### src/rtl/mole_pkg.sv
// mole_pkg: shared FSM states, LFSR constants and score limits for mole_engine
package mole_pkg;
  typedef enum logic [1:0] {IDLE, SPAWN, UP, GAP} state_t;
  localparam logic [15:0] LFSR_TAPS = 16'hB400;
  localparam logic [15:0] LFSR_SEED_DEF = 16'hACE1;
  localparam int SCORE_W = 8;
  localparam logic [SCORE_W-1:0] SCORE_MAX = 8'd255;
endpackage

### src/rtl/lfsr16.sv
// lfsr16: free-running 16-bit Fibonacci LFSR (taps 16,14,13,11) loaded with seed on reset
module lfsr16
  import mole_pkg::*;
(
  input  logic        CLOCK_50,
  input  logic        reset,
  input  logic [15:0] seed,
  output logic [15:0] q
);
  always_ff @(posedge CLOCK_50 or posedge reset)
    if (reset) q <= seed;
    else q <= {q[14:0], ^(q & LFSR_TAPS)};
endmodule

### src/rtl/mole_engine.sv
// mole_engine: pops pseudo-random moles while play is high and keeps a saturating hit score.
// Define MOLE_ENGINE_PENALTY_EN to make wrong-hole whacks cost a point and pulse miss.
module mole_engine
  import mole_pkg::*;
#(
  parameter int          NUM_HOLES   = 8,
  parameter int          MOLE_CYCLES = 25000000,
  parameter int          GAP_CYCLES  = 12500000,
  parameter logic [15:0] LFSR_SEED   = LFSR_SEED_DEF
) (
  input  logic                 CLOCK_50,
  input  logic                 reset,
  input  logic                 play,
  input  logic                 display_score,
  input  logic [NUM_HOLES-1:0] whack,
  output logic [NUM_HOLES-1:0] mole_leds,
  output logic [SCORE_W-1:0]   score,
  output logic                 hit,
  output logic                 miss,
  output logic                 busy
);
  localparam int IW = $clog2(NUM_HOLES);
  localparam int CMAX = MOLE_CYCLES > GAP_CYCLES ? MOLE_CYCLES : GAP_CYCLES;
  localparam int CW = $clog2(CMAX + 1);
  state_t state, state_n;
  logic [15:0] lfsr;
  logic [NUM_HOLES-1:0] whack_q, rise, cur_oh, leds_d;
  logic [IW-1:0] cur_idx, raw_idx, new_idx;
  logic [CW-1:0] cnt, cnt_d;
  logic [SCORE_W-1:0] score_d;
  logic abort, timeout, gap_done, up_live, hit_d, miss_d, pen, unused_lfsr;

  lfsr16 u_lfsr (.CLOCK_50(CLOCK_50), .reset(reset), .seed(LFSR_SEED), .q(lfsr));

  assign unused_lfsr = ^lfsr[15:IW];
  assign rise = whack & ~whack_q;
  assign cur_oh = NUM_HOLES'(1) << cur_idx;
  assign raw_idx = lfsr[IW-1:0];
  // cur_idx doubles as the previous hole, so a repeat is bumped to the next hole
  assign new_idx = raw_idx == cur_idx ? raw_idx + IW'(1) : raw_idx;
  assign abort = ~play | display_score;
  assign timeout = cnt == CW'(MOLE_CYCLES - 1);
  assign gap_done = cnt == CW'(GAP_CYCLES - 1);
  assign busy = state != IDLE;

  always_ff @(posedge CLOCK_50 or posedge reset)
    if (reset) state <= IDLE;
    else state <= state_n;

  always_comb begin
    state_n = state;
    case (state)
      IDLE:    state_n = abort ? IDLE : SPAWN;
      SPAWN:   state_n = abort ? IDLE : UP;
      UP:      state_n = abort ? IDLE : (rise[cur_idx] || timeout) ? GAP : UP;
      GAP:     state_n = abort ? IDLE : gap_done ? SPAWN : GAP;
      default: state_n = IDLE;
    endcase
  end

  always_comb begin
    up_live = state == UP && !abort;
    hit_d = up_live && rise[cur_idx];
`ifdef MOLE_ENGINE_PENALTY_EN
    pen = up_live && !hit_d && |(rise & ~cur_oh);
`else
    pen = 1'b0;
`endif
    miss_d = up_live && !hit_d && (timeout || pen);
    score_d = (state == IDLE && state_n == SPAWN) ? '0
            : (hit_d && score != SCORE_MAX) ? score + 1'b1
            : (pen && score != '0) ? score - 1'b1 : score;
    cnt_d = (state_n == state && (state == UP || state == GAP)) ? cnt + 1'b1 : '0;
    leds_d = state_n == UP ? NUM_HOLES'(1) << (state == SPAWN ? new_idx : cur_idx) : '0;
  end

  always_ff @(posedge CLOCK_50 or posedge reset)
    if (reset) begin
      whack_q <= '0;
      cur_idx <= '0;
      cnt <= '0;
      score <= '0;
      hit <= 1'b0;
      miss <= 1'b0;
      mole_leds <= '0;
    end else begin
      whack_q <= whack;
      cnt <= cnt_d;
      score <= score_d;
      hit <= hit_d;
      miss <= miss_d;
      mole_leds <= leds_d;
      if (state == SPAWN) cur_idx <= new_idx;
    end
endmodule

### config.mk
export PLATFORM = sky130hd
export DESIGN_NAME = mole_engine
export DESIGN_NICKNAME = d
export VERILOG_FILES = /design/src/rtl/mole_pkg.sv /design/src/rtl/lfsr16.sv /design/src/rtl/mole_engine.sv
export SDC_FILE = /design/constraint.sdc
export NUM_CORES = 1
export LEC_CHECK = 0
export ABC_AREA = 1
export ABC_CLOCK_PERIOD_IN_PS = 2350
export CAP_MARGIN = 30
export CELL_PAD_IN_SITES_DETAIL_PLACEMENT = 1
export CELL_PAD_IN_SITES_GLOBAL_PLACEMENT = 1
export CORE_MARGIN = 8
export CORE_UTILIZATION = 35
export DETAILED_ROUTE_END_ITERATION = 16
export DONT_BUFFER_PORTS = 1
export PLACE_DENSITY = 0.61
export REMOVE_ABC_BUFFERS = 1
export SLEW_MARGIN = 20
export SYNTH_ARGS = -nofsm -noshare
export SYNTH_HDL_FRONTEND = slang
export SYNTH_SLANG_ARGS = --single-unit
### constraint.sdc
create_clock -name CLOCK_50 -period 2.35 [get_ports CLOCK_50]
set_clock_uncertainty 0.15 [all_clocks]
set_input_delay 0.1175 -clock CLOCK_50 [delete_from_list [all_inputs] [get_ports CLOCK_50]]
set_output_delay 0.1175 -clock CLOCK_50 [all_outputs]
set_load 0.005 [all_outputs]
-- Yosys cells after proc, flatten, opt, wreduce, memory -nomap -nowiden
Index checks and enable logic that the tools add are counted.
- $add $sub $neg: 3
- order comparisons: 1
- eq/ne operators: 10
- shift-type cells: 1
- muxes and demuxes: 15
- bitwise gates (word level): 4
- reduce and logical (&&, ||, !) cells: 15
- operator list (operator ; count):
    $add 25x1->25 const B ; 1
    $eq 25x24->1 const B ; 1
    $eq 25x25->1 const B ; 1
    $mux 25 ; 1
    $mux 8 ; 3
    $reduce_xor 16->1 ; 1
    $add 8x1->8 const B ; 1
    $and 8x8->8 ; 1
    $mux 2 ; 4
    $ne 8x8->1 const B ; 1
    $not 8->8 ; 1
    $pmux 2 s4 ; 1
    $shl 1x3->8 const A ; 1
    $logic_and 1x1->1 ; 7
    $eq 2x2->1 const B ; 3
    $mux 3 ; 2
    $eq 2x1->1 const B ; 2
    $lt 3x4->1 const B ; 1
    $reduce_bool 2->1 ; 2
    $add 3x1->3 const B ; 1
    $bmux 1 s3 ; 1
    $eq 3x3->1 ; 1
    $mux 1 ; 3
    $eq 2x2->1 ; 1
    5 further kinds ; 7
- flip-flop bits (word level): 72
- input port bits: 12
- output and inout port bits: 19
- logic and storage cells: 58

-- Depth between registers and ports, before layout
Gate-level depths: netlist of run 1.
- depth after elaboration: 11
- gate-level depth with buffers: 12
- depth with buffers taken out: 11

-- Worst setup path before layout of run 1
Ideal clock, no wire load.
- path type: register -> register
- from: reg cnt[0]
- to: reg cnt[12]
- library setup time: 0.124 ns
- arrival: 1.457 ns
- data required time: 2.076 ns
- setup slack: 0.618 ns
- stages on the path, launching flop included: 12
- path buffers: 1
- clock period less this slack: 1.732 ns
- cell sequence: dfrtp_1 ha_1 nand2_2 nor2_4 nand2_2 nor2_2 a21oi_2 nand2_4 nand3_4 nand2_8 buf_12 nor2_4
- cells in the longest elaborated chain, start to end: 8
- elaborated cells between the ends (all ways): 12
- those cells by class: add/sub (1); eq/ne (3); mux (6); reduce/logical (2)
- RTL lines (element ; line ; source):
    start: declaration ; mole_engine.sv:29 ; logic [CW-1:0] cnt, cnt_d;
    start signal: assignment ; mole_engine.sv:88 ; cnt <= cnt_d;
    $eq 25x25->1 ; mole_engine.sv:42 ; assign timeout = cnt == CW'(MOLE_CYCLES - 1);
    $logic_or 1x1->1 ; mole_engine.sv:55 ; UP: state_n = abort ? IDLE : (rise[cur_idx] || timeout) ? GAP : UP;
    $mux 1 ; mole_engine.sv:55 ;
    $mux 2 ; mole_engine.sv:55 ;
    $pmux 2 s4 ; mole_engine.sv:52 ; case (state)
    $eq 2x2->1 ; mole_engine.sv:73 ; cnt_d = (state_n == state && (state == UP || state == GAP)) ? cnt + 1'b1 : '0;
    $logic_and 1x1->1 ; mole_engine.sv:73 ;
    $mux 25 (*) ; mole_engine.sv:73 ;
    named net cnt_d[12] ; mole_engine.sv:29 ;
Mark *: on every way through the listed nets, which the timed path passes. The rest lies on a longest branch.
A chain may end at the register's enable or synchronous reset.

-- Worst setup path in the final report of run 1
- from: in display_score
- to: reg cnt[0]
- cells in the longest elaborated chain, start to end: 6
- elaborated cells between the ends (all ways): 9
- those cells by class: eq/ne (1); mux (6); bitwise (1); reduce/logical (1)
- RTL lines (element ; line ; source):
    start: declaration ; mole_engine.sv:14 ; input logic display_score,
    $or 1x1->1 (*) ; mole_engine.sv:41 ; assign abort = ~play | display_score;
    $mux 2, or another cell as far along ; mole_engine.sv:56 ; GAP: state_n = abort ? IDLE : gap_done ? SPAWN : GAP;
    $pmux 2 s4 (*) ; mole_engine.sv:52 ;
    $eq 2x2->1 (*) ; mole_engine.sv:73 ;
    $logic_and 1x1->1 (*) ; mole_engine.sv:73 ;
    $mux 25 (*) ; mole_engine.sv:73 ;
    named net cnt_d[0] ; mole_engine.sv:29 ;
Marks and branches as above.

==> impl_metrics.py, run 1 <==
metrics = {
    "timing": {
        "setup_viol": 0,
        "drv_slew": 0,
        "max_slew_margin_pct": 49.2,
        "post-route-min-period_ns": 1.99,
        "hold_viol": 0,
        "fin_tns_setup_ns": 0,
        "finalCritPeriodShare_pct": 84.5,
        "rsz0062_at_grt": "false",
        "max_freq_mhz": 504,
        "worst_slew_pin_slew_ns": 0.760,
    },
    "clocking": {
        "htree_levels": 3,
        "cts_tree": "done",
        "ctsResizeCount": 0,
        "cts-root-buf": "clkbuf_8",
        "clk_path_buf_depth": 2,
        "cts_buffers": 9,
        "insertion_delay_ns": 0.35,
        "cts.sinks": 72,
        "clk_pin_slew_worst_paths_ns": 0.08,
        "cts_setup_buffers": 0,
    },
    "worst_setup_path": {
        "arrival_ns": 2.11,
        "r2r-end": "cnt[24]",
        "r2r_start": "cur_idx[0]",
        "crit_fanout": 25,
        "worst_setup_path_start_kind": "input port",
        "r2r_slack_ns": 0.37,
        "critical_path_class": "input port to flip-flop",
        "cp.required_ns": 2.47,
        "r2r_cells": 9,
        "crit_path_end_kind": "flip-flop",
    },
    "synth": {
        "synth_top_area_share_pct": 42.6,
        "ys_seq_elements": 72,
        "yosysTopAreaCell": "dfrtp_1",
        "ys_seq_area_share_pct": 48.1,
        "syn_avg_cell_area_um2": 9.05,
        "yosysWarnings": 0,
        "synth_area_um2": 3760,
        "ys_types": 28,
        "syn_inst": 416,
        "synth_area_leaders": "dfrtp_1 (43%), nand2_1 (8.2%), nor2_4 (7.5%)",
    },
    "power": {
        "pwr-share-comb_pct": 15.0,
        "p_per_area_nw_per_um2": 634,
        "p_clk_share_pct": 34.1,
        "p_leak_nw": 1.78,
        "seqPwrFrac_pct": 50.9,
        "peakVddDrop_mv": 0.254,
        "p_sw_share_pct": 31.0,
        "switching_power_mw": 0.825,
        "p_int_mw": 1.83,
    },
    "finish": {
        "design_area_um2": 4190,
        "antenna_cells": 0,
        "fill_cells": 1252,
        "final_net_count": 450,
        "area_growth_syn_to_layout_pct": 11.4,
        "drive_gt1_share_pct": 19.3,
    },
    "grt": {
        "grt_overflow": 0,
        "grt_pass1_vias": 2952,
        "grt_max_degree": 40,
        "grt_pass1_wl_um": 14900,
        "antenna_found_initial": 0,
        "track_usage_pct": 13.0,
    },
    "place": {
        "hpwl_um": 6270,
        "placed_cell_area_um2": 3900,
        "io_buffers": 0,
        "finalWeightedCongestion": 0.764,
    },
    "min_path": {
        "hold_depth": 5,
        "whs_endpoint": "miss",
        "holdCritPathClass": "input port to flip-flop",
        "hp-start": "whack[1]",
    },
    "route": {
        "route.detailed.drc": 0,
        "drt_iter0_markers": 209,
        "wl_per_cell_um": 14.5,
        "finalWirelength_um": 8410,
        "vias": 2667,
        "drtPass1Iterations": 4,
        "viasPerCell": 4.60,
        "ant_nets": 0,
    },
    "die": {
        "initial_core_util_pct": 35.3,
        "row_count": 38,
        "num_io_pins": 31,
        "core-area_um2": 10700,
        "dieArea_um2": 14300,
        "die_y_um": 120,
        "die_x_um": 120,
    },
    "run_status": {
        "status": "completed",
    },
    "run": {
        "maxCapViolCount": 0,
    },
}
power by group through the flow:
stage | registers, mW | logic [mW] | clock network [mW]
detailed placement | 1.38 | 0.393 | 0
global placement | 1.38 | 0.384 | 0
floorplan | 1.35 | 0.315 | 0
finish | 1.35 | 0.399 | 0.905
global route | 1.37 | 0.466 | 1.01
CTS | 1.36 | 0.412 | 0.954
how the worst max path moves through the flow:
| stage | startpoint | to | slack [ns] | cells past startpoint |
|---|---|---|---|---|
| 2_1_floorplan | reset | cnt[0] | 0.27 | 1 |
| 3_3_place_gp | cur_idx[0] | cnt[0] | 0.38 | 9 |
| 3_5_place_dp | cur_idx[0] | cnt[0] | 0.35 | 9 |
| 4_1_cts | display_score | cnt[0] | 0.33 | 7 |
| 5_1_grt | cur_idx[0] | cnt[24] | 0.20 | 9 |
| 6_report | display_score | cnt[0] | 0.36 | 7 |
Yosys cell counts:
cell type / count
nor3_2: 3
buf_1: 1
nand3_4: 1
inv_2: 8
dfstp_2: 8
inv_1: 44
nor2_1: 54
nor3b_1: 2
nand2_2: 7
nor2_2: 6
nor2_4: 25
buf_12: 2
ha_1: 3
xor2_1: 19
and3_1: 1
nor3_1: 7
buf_6: 1
dfrtp_1: 64
nand2_4: 4
nand3_1: 40
a21oi_1: 1
nand2_1: 82
xnor2_2: 2
a21oi_2: 1
xnor2_1: 11
nand4_1: 17
nand2_8: 1
or2_2: 1
layout make-up:
class,count,area (um2),area share (%)
multi-input cells,288,1700,40.6
repair buffers,12,130,3.10
clock inverters,6,42.5,1.01
clock buffers,10,138,3.28
flip-flops and latches,72,1810,43.2
well taps,140,175,4.18
inverters,52,195,4.65
repair_timing:
item / CTS / global route
endpoints found under the setup margin: 0 / 0
endpoints found under the hold margin: 43 / 0
hold buffers: 11 / 0
registers in the layout, indices dropped and copies added (netlist names):
signal	count
cnt	25
u_lfsr.q	16
mole_leds	8
score	8
whack_q	8
cur_idx	3
state	2
hit	1
miss	1
per-stage QoR:
step | power, mW | util, % | hold WS, ns | setup slack, ns | instances
global route | 2.84 | 39.4 | 0.0589 | 0.201 | 580
detailed placement | 1.77 | 36.7 | -0.000966 | 0.354 | 553
global placement | 1.76 | 36.7 | -0.000954 | 0.382 | 553
floorplan | 1.67 | - | -0.00107 | 0.271 | 412
finish | 2.66 | 39.4 | 0.0155 | 0.364 | 580
CTS | 2.72 | 39.4 | 0.00628 | 0.327 | 580
layout by cell type, fill, tap and decap left out, types with 2 or more instances in the layout:
master         count
dlygate4sd3_1     11
nor2_4            25
nor3_1             7
nor3b_1            2
nand2_4            4
xnor2_2            2
nand2_1           82
inv_1             43
clkbuf_8          10
clkinv_2           2
nor2_1            54
inv_2              9
dfstp_2            8
nand4_1           17
xnor2_1           11
xor2_1            19
clkinvlp_4         2
nor3_2             3
ha_1               3
dfrtp_1           64
nand2_2            7
nor2_2             6
nand3_1           40
routing by layer:
metal	share of wire [%]	wire length, um	GRT usage [%]
met5	0	0	0
met4	1.3	109	4.84
met3	3.7	314	3.62
met2	50	4230	21.6
met1	45	3760	15.7
cell families (layout without fill, tap and decap cells):
group	count (synthesis)	in the layout	synth area share [%]
flip-flops	72	72	48.1
XOR/XNOR	32	32	7.85
AO/OA/AOI/OAI	2	2	0.366
AND/OR/NAND/NOR	251	251	36.0
adder cells (fa/ha/maj)	3	3	0.997
buffers and inverters	56	80	6.65
worst max-delay path, cell delays in order:
cell           delay, ns
dlygate4sd3_1       0.53
nor2_1              0.18
dlygate4sd3_1       0.60
nand2_1             0.11
nor2_4              0.15
nand2_8             0.23
nor2_1              0.17
Power figures use the tool's default switching activity.
==> run 2, diff against run 1 <==
--- a/config.mk
+++ b/config.mk
@@ -6,7 +6,7 @@
 export NUM_CORES = 1
 export LEC_CHECK = 0
 export ABC_AREA = 1
-export ABC_CLOCK_PERIOD_IN_PS = 2350
+export ABC_CLOCK_PERIOD_IN_PS = 1900
 export CAP_MARGIN = 30
 export CELL_PAD_IN_SITES_DETAIL_PLACEMENT = 1
 export CELL_PAD_IN_SITES_GLOBAL_PLACEMENT = 1
==> constraint.sdc (replaced) <==
create_clock -name CLOCK_50 -period 1.9 [get_ports CLOCK_50]
set_clock_uncertainty 0.15 [all_clocks]
set_input_delay 0.095 -clock CLOCK_50 [delete_from_list [all_inputs] [get_ports CLOCK_50]]
set_output_delay 0.095 -clock CLOCK_50 [all_outputs]
set_load 0.005 [all_outputs]
==> run 2 against run 1 <==
Net effect:
- critical path depth decreased by 1
- design area is 7.9% higher
- count of clock-buffer cells in the layout decreased by 1
- power increased by 42%
- via count up 4.1%
- sequential cell count unchanged
- non-clock buffer count rose by 20
- core utilization up 3.1 points
- die area did not move
- largest power group unchanged
- highest routed layer unchanged
==> impl_metrics.py, run 2 (synthesis results as in run 1) <==
metrics = {
    "run_status": {
        "status": "completed",
    },
    "clocking": {
        "clk_path_buf_depth": 2,
        "clk_pin_slew_worst_paths_ns": 0.09,
        "cts_tree": "done",
        "insertion_delay_ns": 0.36,
        "cts_buffers": 9,
        "cts-root-buf": "clkbuf_8",
        "htree_levels": 3,
        "cts.sinks": 72,
    },
    "route": {
        "route.detailed.drc": 0,
        "drtPass1Iterations": 4,
        "drt_iter0_markers": 158,
        "wl_per_cell_um": 15.0,
        "viasPerCell": 4.63,
        "vias": 2776,
        "finalWirelength_um": 9030,
        "ant_nets": 0,
    },
    "grt": {
        "grt_pass1_vias": 3039,
        "grt_max_degree": 53,
        "grt_overflow": 0,
        "antenna_found_initial": 0,
        "track_usage_pct": 13.5,
        "grt_pass1_wl_um": 15500,
    },
    "finish": {
        "design_area_um2": 4520,
        "reg_top3": "cnt (25), u_lfsr.q (16)",
        "fill_cells": 1251,
        "final_cell_mix": "nand2_1 (80), dfrtp_1 (63), nor2_1 (53)",
        "area_growth_syn_to_layout_pct": 20.2,
        "top_register": "cnt",
        "final_net_count": 470,
        "drive_gt1_share_pct": 25.2,
        "antenna_cells": 0,
        "layout_commonest_cell": "nand2_1",
        "largest_register_ffs": 25,
    },
    "worst_setup_path": {
        "arrival_ns": 1.88,
        "cp_slowest_cell": "dfrtp_1",
        "cp.required_ns": 2.00,
        "worst_path_largest_cell_delay_ns": 0.45,
        "critical_path_class": "flip-flop to flip-flop",
        "crit_path_end_kind": "flip-flop",
        "worst_setup_path_start_kind": "flip-flop",
        "path_cells": "inv_2 -> nor3_2 -> nand2_1 -> nor3_2 -> xor2_1 -> nor2_4",
        "crit_fanout": 4,
        "cp_top_family": "simple AND/OR/NAND/NOR gates",
        "worst-path-buf-inv": 1,
        "cpMostUsedCell": "nor3_2",
    },
    "power": {
        "p_leak_nw": 1.94,
        "switching_power_mw": 1.09,
        "peakVddDrop_mv": 0.367,
        "p_int_mw": 2.69,
        "p_per_area_nw_per_um2": 836,
        "p_clk_share_pct": 40.7,
        "seqPwrFrac_pct": 43.6,
        "p_sw_share_pct": 28.9,
        "pwr-share-comb_pct": 15.7,
    },
    "die": {
        "core-area_um2": 10700,
        "row_count": 38,
        "dieArea_um2": 14300,
        "num_io_pins": 31,
        "die_y_um": 120,
        "die_x_um": 120,
        "initial_core_util_pct": 35.3,
    },
    "place": {
        "hpwl_um": 6810,
        "placed_cell_area_um2": 4040,
        "finalWeightedCongestion": 0.885,
        "io_buffers": 0,
    },
    "timing": {
        "worst_slew_pin_slew_ns": 0.426,
        "max_freq_mhz": 563,
        "drv_slew": 0,
        "hold_viol": 0,
        "finalCritPeriodShare_pct": 93.5,
        "max_slew_margin_pct": 71.6,
        "setup_viol": 0,
        "post-route-min-period_ns": 1.78,
        "whs_ns": 0.00768,
    },
    "min_path": {
        "holdCritPathClass": "input port to flip-flop",
    },
    "run": {
        "maxCapViolCount": 0,
    },
}
[run 2: cell type report]
| class | count | area (um2) | share of cell area, % |
|---|---|---|---|
| multi-input combinational | 288 | 1770 | 39.1 |
| sequential | 72 | 1810 | 40.1 |
| tap | 140 | 175 | 3.87 |
| clock buffer | 9 | 124 | 2.74 |
| clock inverter | 7 | 124 | 2.74 |
| timing repair buffer | 32 | 323 | 7.13 |
| inverter | 52 | 195 | 4.31 |
[run 2: power groups by stage]
stage	logic [mW]	registers, mW	clock network [mW]
5_1_grt	0.675	1.66	1.63
3_5_place_dp	0.557	1.68	0
4_1_cts	0.583	1.65	1.58
2_1_floorplan	0.389	1.68	0
3_3_place_gp	0.537	1.68	0
6_report	0.594	1.65	1.54
[run 2: path summary, 6_finish.rpt]
kind,startpoint,cells after the start,slack [ns],end
setup / recovery,cnt[7],6,0.12,cnt[17]
hold / removal,whack[3],5,0.008,miss
setup reg to reg,cnt[7],6,0.12,cnt[17]
hold reg to reg,u_lfsr.q[6],0,0.21,u_lfsr.q[7]
max in group asynchronous,reset,3,1.21,u_lfsr.q[6]
min in group asynchronous,reset,3,0.11,mole_leds[5]
[run 2: through the flow]
step | setup slack, ns | utilization (%) | power (mW) | std cells | setup TNS (ns)
2_1_floorplan | -0.157 | - | 2.06 | 412 | -10.03
3_3_place_gp | 0.0711 | 37.9 | 2.22 | 568 | 0
3_5_place_dp | 0.0100 | 37.9 | 2.24 | 568 | 0
4_1_cts | -0.00673 | 41.3 | 3.81 | 595 | -0.00673
5_1_grt | -0.00580 | 42.5 | 3.97 | 600 | -0.0232
6_report | 0.123 | 42.5 | 3.78 | 600 | 0
[run 2: tightest hold or removal path: stages]
cell     delay (ns)
nand3_1        0.06
nand3_1        0.08
nand2_1        0.07
nand2_2        0.09
a21oi_1        0.07
[run 2: what timing repair did]
action | in CTS | in global routing
hold endpoints to repair | 83 | 0
hold buffers | 11 | 0
pin swaps | 0 | 2
gates cloned | 0 | 1
setup buffers | 0 | 4
resized for setup | 1 | 15
endpoints found under the setup margin | 13 | 34
[run 2: per-layer routing]
metal  track usage [%]  wire [um]  vias up
met5                 0          0        -
met4              6.40        242        0
met3              3.15        323       17
met2              22.8       4540       33
met1              16.0       3920     1353
li1                  -          -     1373
